===== src/rtl/twos_comp_serial_pkg.sv =====
// Shared types for the bit-serial two's complementer: the operation encoding
// and the controller states. Nothing here depends on WIDTH.
package twos_comp_pkg;

    typedef enum logic [1:0] {
        PASS = 2'b00,
        ONES = 2'b01,
        NEG  = 2'b10,
        ABS  = 2'b11
    } mode_e;

    typedef enum logic [1:0] {
        IDLE  = 2'b00,
        SHIFT = 2'b01,
        DONE  = 2'b10
    } state_e;

endpackage


===== src/rtl/twos_comp_serial_if.sv =====
// Operand/result handshake bundle. The master drives operands and accepts
// results; the slave is the serial complementer.
interface twos_comp_serial_if #(
    parameter int WIDTH = 8
);
    logic             in_valid;
    logic             in_ready;
    logic [WIDTH-1:0] din;
    logic [1:0]       mode;
    logic             out_valid;
    logic             out_ready;
    logic [WIDTH-1:0] dout;
    logic             ovf;

    modport master (
        output in_valid, din, mode, out_ready,
        input  in_ready, out_valid, dout, ovf
    );

    modport slave (
        input  in_valid, din, mode, out_ready,
        output in_ready, out_valid, dout, ovf
    );
endinterface


===== src/rtl/twos_comp_serial_neg_cell.sv =====
// One-bit serial negation cell. Negation LSB-first copies bits up to and
// including the first 1, then inverts the rest; seen_one remembers whether
// that first 1 has already gone past.
module serial_neg_cell (
    input  logic clk,
    input  logic rst_n,
    input  logic clr,
    input  logic en,
    input  logic neg_en,
    input  logic inv,
    input  logic b,
    output logic out_bit
);
    logic seen_one;

    // Track the first 1 bit of the operand while a negation is in progress.
    always_ff @(posedge clk or negedge rst_n) begin
        if (!rst_n) begin
            seen_one <= 1'b0;
        end else if (clr) begin
            seen_one <= 1'b0;
        end else if (en && neg_en) begin
            seen_one <= seen_one | b;
        end
    end

    // Select pass-through, plain inversion or serial negation for this bit.
    always_comb begin
        out_bit = b;
        if (inv) begin
            out_bit = ~b;
        end else if (neg_en) begin
            out_bit = seen_one ? ~b : b;
        end
    end
endmodule


===== src/rtl/twos_comp_serial.sv =====
// Bit-serial two's complementer: captures an operand over a valid/ready
// handshake, processes it LSB-first one bit per clock, and holds the result
// with an overflow flag until the sink accepts it.
module twos_comp_serial
    import twos_comp_pkg::*;
#(
    parameter  int WIDTH = 8,
    localparam int CNT_W = $clog2(WIDTH)
) (
    input  logic               clk,
    input  logic               rst_n,
    twos_comp_serial_if.slave  bus
);
    localparam logic [WIDTH-1:0] MIN_VAL = {1'b1, {(WIDTH-1){1'b0}}};
    localparam logic [CNT_W-1:0] LAST    = CNT_W'(WIDTH - 1);

    state_e             state;
    state_e             state_next;
    logic               capture;
    logic               shift_en;
    logic               last_bit;

    logic [WIDTH-1:0]   operand;
    mode_e              mode_q;
    logic               neg_en_q;
    logic               ovf_pend;
    logic [CNT_W-1:0]   cnt;
    logic [WIDTH-1:0]   res_sh;
    logic [WIDTH-1:0]   dout_q;
    logic               ovf_q;

    mode_e              mode_in;
    logic               neg_en_in;
    logic               out_bit;

    assign mode_in   = mode_e'(bus.mode);
    assign neg_en_in = (mode_in == NEG) || ((mode_in == ABS) && bus.din[WIDTH-1]);
    assign last_bit  = (cnt == LAST);

    // State register.
    always_ff @(posedge clk or negedge rst_n) begin
        if (!rst_n) begin
            state <= IDLE;
        end else begin
            state <= state_next;
        end
    end

    // Next-state and control strobes.
    always_comb begin
        state_next = state;
        capture    = 1'b0;
        shift_en   = 1'b0;
        case (state)
            IDLE: begin
                if (bus.in_valid) begin
                    capture    = 1'b1;
                    state_next = SHIFT;
                end
            end
            SHIFT: begin
                shift_en = 1'b1;
                if (last_bit) begin
                    state_next = DONE;
                end
            end
            DONE: begin
                if (bus.out_ready) begin
                    state_next = IDLE;
                end
            end
            default: state_next = IDLE;
        endcase
    end

    // Operand capture, bit shifting and result publication.
    always_ff @(posedge clk or negedge rst_n) begin
        if (!rst_n) begin
            operand  <= '0;
            mode_q   <= PASS;
            neg_en_q <= 1'b0;
            ovf_pend <= 1'b0;
            cnt      <= '0;
            res_sh   <= '0;
            dout_q   <= '0;
            ovf_q    <= 1'b0;
        end else if (capture) begin
            operand  <= bus.din;
            mode_q   <= mode_in;
            neg_en_q <= neg_en_in;
            ovf_pend <= neg_en_in && (bus.din == MIN_VAL);
            cnt      <= '0;
        end else if (shift_en) begin
            operand <= operand >> 1;
            res_sh  <= {out_bit, res_sh[WIDTH-1:1]};
            cnt     <= cnt + CNT_W'(1);
            // dout/ovf only move on the edge that leaves SHIFT.
            if (last_bit) begin
                dout_q <= {out_bit, res_sh[WIDTH-1:1]};
                ovf_q  <= ovf_pend;
            end
        end
    end

    serial_neg_cell u_neg_cell (
        .clk     (clk),
        .rst_n   (rst_n),
        .clr     (capture),
        .en      (shift_en),
        .neg_en  (neg_en_q),
        .inv     (mode_q == ONES),
        .b       (operand[0]),
        .out_bit (out_bit)
    );

    assign bus.in_ready  = (state == IDLE);
    assign bus.out_valid = (state == DONE);
    assign bus.dout      = dout_q;
    assign bus.ovf       = ovf_q;
endmodule


===== src/flat_wrapper.sv =====
// flat-port wrapper written by rule: the top's interface ports become plain ports
module twos_comp_serial_flat import twos_comp_pkg::*;
#(
    parameter  int WIDTH = 8,
    localparam int CNT_W = $clog2(WIDTH)
)
  (clk, rst_n, bus_in_valid, bus_din, bus_mode, bus_out_ready, bus_in_ready, bus_out_valid, bus_dout, bus_ovf);
  twos_comp_serial_if #(.WIDTH(WIDTH)) bus_i ();
  input  logic clk;
  input  logic rst_n;
  input wire logic [$bits(bus_i.in_valid)-1:0] bus_in_valid;
  input wire logic [$bits(bus_i.din)-1:0] bus_din;
  input wire logic [$bits(bus_i.mode)-1:0] bus_mode;
  input wire logic [$bits(bus_i.out_ready)-1:0] bus_out_ready;
  output wire logic [$bits(bus_i.in_ready)-1:0] bus_in_ready;
  output wire logic [$bits(bus_i.out_valid)-1:0] bus_out_valid;
  output wire logic [$bits(bus_i.dout)-1:0] bus_dout;
  output wire logic [$bits(bus_i.ovf)-1:0] bus_ovf;
  assign bus_i.in_valid = bus_in_valid;
  assign bus_i.din = bus_din;
  assign bus_i.mode = bus_mode;
  assign bus_i.out_ready = bus_out_ready;
  assign bus_in_ready = bus_i.in_ready;
  assign bus_out_valid = bus_i.out_valid;
  assign bus_dout = bus_i.dout;
  assign bus_ovf = bus_i.ovf;
  twos_comp_serial #(.WIDTH(WIDTH)) u_core (.clk(clk), .rst_n(rst_n), .bus(bus_i));
endmodule

===== config.mk =====
export PLATFORM = sky130hd
export DESIGN_NAME = twos_comp_serial_flat
export DESIGN_NICKNAME = d
export VERILOG_FILES = /design/src/rtl/twos_comp_serial_pkg.sv /design/src/rtl/twos_comp_serial_if.sv /design/src/rtl/twos_comp_serial_neg_cell.sv /design/src/rtl/twos_comp_serial.sv /design/src/flat_wrapper.sv
export SDC_FILE = /design/constraint.sdc
export NUM_CORES = 1
export LEC_CHECK = 0
export ABC_AREA = 0
export CELL_PAD_IN_SITES_DETAIL_PLACEMENT = 1
export CELL_PAD_IN_SITES_GLOBAL_PLACEMENT = 2
export CORE_MARGIN = 2
export CORE_UTILIZATION = 30
export CTS_CLUSTER_DIAMETER = 60
export DETAILED_ROUTE_END_ITERATION = 8
export DONT_BUFFER_PORTS = 1
export GPL_TIMING_DRIVEN = 0
export PLACE_DENSITY_LB_ADDON = 0.05
export SLEW_MARGIN = 20
export SYNTH_ARGS = -nofsm -noshare
export SYNTH_HDL_FRONTEND = slang
export SYNTH_SLANG_ARGS = --single-unit

===== constraint.sdc =====
create_clock -name clk -period 1.7 [get_ports clk]
set_clock_uncertainty 0.1 [all_clocks]
set_input_delay 0.51 -clock clk [delete_from_list [all_inputs] [get_ports clk]]
set_output_delay 0.51 -clock clk [all_outputs]
set_load 0.02 [all_outputs]

==> impl_metrics.py <==
metrics = {
    "cells_and_area": {
        "final_cell_count_no_fill": 215,
        "final_common_cell": "nand2_1",
        "final_util": 0.356,
        "syn2layout_area_growth_pct": 13.4,
        "regArea_um2": 852,
        "layout-drive-gt1-share": 0.223,
        "final_nets": 165,
        "fillers": 536,
        "antenna_cells": 0,
        "multi_input_area_um2": 564,
        "final_cell_mix": "nand2_1 (45), dfrtp_1 (33), mux2_2 (8)",
    },
    "cts": {
        "clk_pin_slew_ps": 70,
        "clock_path_buffers": 2,
        "cts_made_buffers": 5,
        "cts-root-buf": "clkbuf_8",
        "cts_tree": "yes",
        "htreeDepth": 2,
        "numClockSinks": 34,
        "clk_latency_ps": 280,
    },
    "drt": {
        "ant_nets": 0,
        "wl_met1_mm": 1.68,
        "wirelength_mm": 3.28,
        "routedWlPerCell_um": 15.2,
        "drc": 0,
        "highest_layer": "met4",
        "dr.first_iter.drc_count": 42,
        "drt-vias-per-instance": 4.65,
        "wl_met2_mm": 1.37,
        "dr.pass1.iters": 4,
        "wl_met3_um": 172,
        "vias": 1000,
    },
    "floorplanning": {
        "rows": 25,
        "die_w_um": 74.7,
        "start_util": 0.313,
        "fp.dieH_um": 74.7,
        "core_area_mm2": 0.00479,
        "design.portCount": 25,
        "die-area_mm2": 0.00558,
    },
    "synthesis": {
        "synth_fp_nets": 155,
        "synth_area_mm2": 0.00150,
        "yosys_warnings": 0,
        "synth_top_family_by_area": "simple AND/OR/NAND/NOR gates",
        "yosys.area_share.simple": 0.189,
        "synth_ff_type": "dfrtp_1",
        "ys_types": 28,
        "yosysSeqAreaShare": 0.567,
        "async_flop_share": 1.00,
        "synth_mux_area_frac": 0.0601,
        "synth_edf_count": 0,
        "synth_xor_area_frac": 0,
        "synthCells": 138,
        "synthAdderAreaFrac": 0.0250,
        "ys_seq_elements": 34,
        "syn_avg_cell_area_um2": 10.9,
        "synth_compound_area_frac": 0.102,
    },
    "critical_path": {
        "cp_max_fo": 8,
        "path_class": "reg -> out",
        "endpoint_kind": "primary output",
        "crit_required_ps": 1090,
        "worstPathArrival_ps": 1110,
        "critPathLaunchType": "flip-flop",
    },
    "placement": {
        "dp_slack_ps": 55.9,
        "gp_congestion": 0.679,
        "dp_cells": 205,
        "port_buffers": 0,
        "dp_hpwl_mm": 2.24,
    },
    "grt": {
        "grt_use_total": 0.142,
        "grt_max_degree": 35,
        "gr-total-overflow": 0,
        "antenna_found_initial": 0,
        "grt_pass1_wl_mm": 5.70,
        "grt_pass1_vias": 1097,
    },
    "power": {
        "power_frac_comb": 0.335,
        "seqPwrFrac": 0.481,
        "switching_share": 0.385,
        "finalPower_uw": 3050,
        "peakVddDrop_mv": 0.503,
        "p_leak_uw": 0.000849,
        "power_frac_clock": 0.184,
        "p_int_uw": 1880,
        "p_sw_uw": 1170,
        "cellPowerDensity_mw_per_mm2": 1790,
    },
    "sta": {
        "post-route-period-util": 1.01,
        "drv_slew": 0,
        "rsz0062_at_grt": "yes",
        "fmax_ghz": 0.583,
        "post-route-min-period_ps": 1720,
        "holdWs_ps": 247,
        "setup_viol": 1,
        "maxSlewHeadroom": 0.678,
        "hold_viol_final": 0,
        "fin_ws_ps": -15.9,
        "tightest_slew_ps": 483,
    },
    "status": {
        "violations": "negative setup slack",
        "outcome": "complete, but fails checks",
    },
    "job": {
        "maxCapViolCount": 0,
    },
    "worst_hold_path": {
        "hp-class": "in -> reg",
    },
}
[critical path: stages (launching register included)]
cell     delay, ps
dfrtp_2        450
or2b_1         270
inv_2          110
[cell families after synthesis]
group           count (synthesis)
mux                             8
compound gates                 21
buf+inv                        12
fa+ha+maj                       3
flops                          34
simple gates                   60
[cell usage after synthesis (2+ instances only)]
library cell | n | share of area
dfrtp_1 | 34 | 0.57
buf_2 | 2 | 0.0067
o31ai_1 | 2 | 0.010
buf_6 | 5 | 0.038
o21ai_0 | 5 | 0.017
ha_1 | 3 | 0.025
nand2_1 | 45 | 0.11
inv_1 | 5 | 0.013
a22oi_1 | 7 | 0.035
nand3_1 | 3 | 0.010
o21ai_2 | 3 | 0.018
mux2_2 | 8 | 0.060
[per-layer routing]
| metal | vias to the layer above | track usage |
|---|---|---|
| met5 | - | 0 |
| met4 | 0 | 0.0536 |
| met3 | 6 | 0.0522 |
| met2 | 23 | 0.206 |
| met1 | 488 | 0.196 |
| li1 | 483 | - |
[stage by stage]
step	instance area [µm²]	setup TNS [ps]
after CTS	1710	-58.9
after detailed placement	1580	0
after global placement	1580	0
final	1700	-15.9
after floorplan	1500	0
after global routing	1700	-107
[repair_timing]
item,in CTS,in global routing
hold endpoints to repair,34,0
setup buffers,2,0
pin swaps,0,0
hold buffers,2,0
gates resized for setup,2,1
setup endpoints to repair,2,3
[power by group through the flow]
stage	Combinational [µW]	Sequential (µW)	Clock (µW)
after floorplan	810	1410	0
after global placement	986	1470	0
after detailed placement	1020	1480	0
after CTS	1080	1470	589
after global routing	1190	1520	625
final	1020	1470	560
[path summary, 6_finish.rpt]
path | from | slack (ps) | cells after the start | endpoint
setup / recovery | u_core.state[1] | -20 | 2 | bus_out_valid
hold / removal | bus_out_ready | 250 | 1 | u_core.state[1]
setup reg to reg | u_core.cnt[0] | 70 | 5 | u_core.bus.dout[3]
hold reg to reg | u_core.res_sh[1] | 370 | 2 | u_core.res_sh[1]
max in group asynchronous | rst_n | 730 | 2 | u_core.state[1]
min in group asynchronous | rst_n | 580 | 2 | u_core.res_sh[3]
[final cells by class]
type                            count  share of cell area
Timing Repair Buffer                4              0.0265
Clock inverter                      2             0.00588
Buffer                              6              0.0346
Inverter                            5              0.0110
Multi-Input combinational cell     92               0.332
Clock buffer                        5              0.0404
Tap cell                           67              0.0493
Sequential cell                    34               0.501
[state kept, by name (all words and copies together) (netlist names)]
register	count
u_core.mode_q	2
u_core.operand	8
u_core.neg_en_q	1
u_core.ovf_pend	1
u_core.u_neg_cell.seen_one	1
u_core.cnt	3
u_core.state	2
u_core.bus.ovf	1
u_core.res_sh	7
u_core.bus.dout	8
No activity file was read; power rests on OpenSTA's default activity.
==> edit: new RTL, config.mk and constraints unchanged <==
`WIDTH` is set to 8 in 3 places; all go to 4.
--- a/src/rtl/twos_comp_serial_if.sv
+++ b/src/rtl/twos_comp_serial_if.sv
@@ -3,3 +3,3 @@
 interface twos_comp_serial_if #(
-    parameter int WIDTH = 8
+    parameter int WIDTH = 4
 );
--- a/src/rtl/twos_comp_serial.sv
+++ b/src/rtl/twos_comp_serial.sv
@@ -6,3 +6,3 @@
 #(
-    parameter  int WIDTH = 8,
+    parameter  int WIDTH = 4,
     localparam int CNT_W = $clog2(WIDTH)
--- a/src/flat_wrapper.sv
+++ b/src/flat_wrapper.sv
@@ -3,3 +3,3 @@
 #(
-    parameter  int WIDTH = 8,
+    parameter  int WIDTH = 4,
     localparam int CNT_W = $clog2(WIDTH)
Ports: changed (resized bus_din and bus_dout); port bits go from 25 to 17. No check against the original RTL was run, so the function may have changed too.
==> edit against the original RTL <==
Sequential cell count fell by 13; total power decreased by 35%; maximum frequency is 2.1% higher; sequential share of layout area fell by 2.3 points; global-route usage shrank 0.62 points; area after synthesis decreased by 38%; routed wire length is 39% lower; critical endpoint unchanged; die area down 36%; worst hold slack worse by 38 ps; setup slack better by 35 ps; design area down 35%.
==> edit: results <==
group,metric,value,unit
status,outcome,"finished clean",
critical_path,reg2reg_slack,50,ps
grt,grt_pass1_wl,3490,um
clocking,path_clk_slew,120,ps
critical_path,r2r-start,"u_core.state[0]",
route,dr.pass1.iters,3,
clocking,cts_buffers,3,
placement,dp_hpwl,1440,um
finish,nets,112,
placement,dpl.cell_count,120,
placement,dpl_cell_area,977,um^2
logic_synthesis,syn-num-nets,99,
grt,grt_start_max_net_pins,22,
finish,drive_above_1_share,21.2,%
clocking,root_buffer,"clkbuf_4",
timing,maxSlewHeadroom,34.9,%
clocking,htreeDepth,1,
logic_synthesis,synth.area.top_cells,"dfrtp_1 56%, nand2_1 5.6%, o21ai_0 4.8%",
logic_synthesis,yosys-top-cells-count,"21 x dfrtp_1, 14 x nand2_1, 9 x o21ai_0",
grt,grt_pass1_vias,691,
route,routedWlPerCell,15.2,um
grt,grt_usage,13.6,%
clocking,clkLatencyLatePin,300,ps
pwr,leakage,0.519,nW
critical_path,worstPathArrival,1070,ps
finish,nFillCells,336,
critical_path,path_max_fanout,9,
logic_synthesis,avgSynthCellArea,10.8,um^2
logic_synthesis,yosysUniqueCellTypes,27,
[edit: cell types whose count changed after synthesis, moves of 3 or more]
cell and delta:
a22oi_1 -4, buf_6 -4, nand2_1 -31, nand2b_1 +3
dfrtp_1 -13, o21ai_0 +4, mux2_2 -4, o21ai_2 -3
[edit: how the worst max path moves through the flow]
stage                     from  depth (start not counted)  slack [ps]          endpoint
2_1_floorplan     bus_in_valid                          3         210  u_core.mode_q[1]
3_3_place_gp   u_core.state[1]                          3          50     bus_out_valid
3_5_place_dp   u_core.state[1]                          3          40     bus_out_valid
4_1_cts        u_core.state[0]                          3          -3     bus_out_valid
5_1_grt        u_core.state[0]                          3         -40     bus_out_valid
6_report       u_core.state[0]                          3          20     bus_out_valid
[edit: final cells by class]
| type | count | share of cell area [%] |
|---|---|---|
| clock buffers | 4 | 2.39 |
| flip-flops and latches | 21 | 47.7 |
| well taps | 33 | 3.75 |
| multi-input cells | 57 | 34.8 |
| inverters | 6 | 2.27 |
| repair buffers | 8 | 5.68 |
| plain buffers | 3 | 3.41 |
[edit: repair_timing]
action / in CTS / in global routing
resized for setup: 10 / 1
buffers inserted: 3 / 4
hold buffers: 1 / 0
pin swaps: 1 / 2
endpoints found under the hold margin: 21 / 0
setup endpoints to repair: 2 / 2
[edit: per-layer routing]
metal	part of all wire, %	vias up	GRT usage (%)
met4	0.80	0	5.71
met5	0	-	0
met3	3.9	2	2.81
met1	49	307	19.1
li1	-	330	-
met2	47	11	20.2
[edit: kinds of logic after synthesis]
| kind of cell | synth area share [%] |
|---|---|
| AND/OR/NAND/NOR | 14.7 |
| AO/OA/AOI/OAI | 15.5 |
| flip-flops | 56.1 |
| buffers and inverters | 4.54 |
| multiplexers | 6.42 |
| adder cells (fa/ha/maj) | 2.67 |
[edit: worst max-delay path, stage by stage (launching register included)]
cell and delay [ps]:
dfrtp_1 410, buf_6 140, nand2b_4 150, inv_4 70
[edit: through the flow]
step	util (%)	hold slack (ps)	setup slack, ps
finish	36.7	210	19.1
global placement	32.5	115	53.2
detailed placement	32.5	115	36.3
global route	36.7	215	-37.4
floorplan	-	114	212
CTS	35.6	195	-3.21
[edit: power by group through the flow]
stage	combinational, mW	clock (mW)	sequential, mW
5_1_grt	0.968	0.273	0.946
2_1_floorplan	0.536	0	0.880
3_3_place_gp	0.648	0	0.923
3_5_place_dp	0.663	0	0.930
4_1_cts	0.791	0.252	0.912
6_report	0.844	0.238	0.912
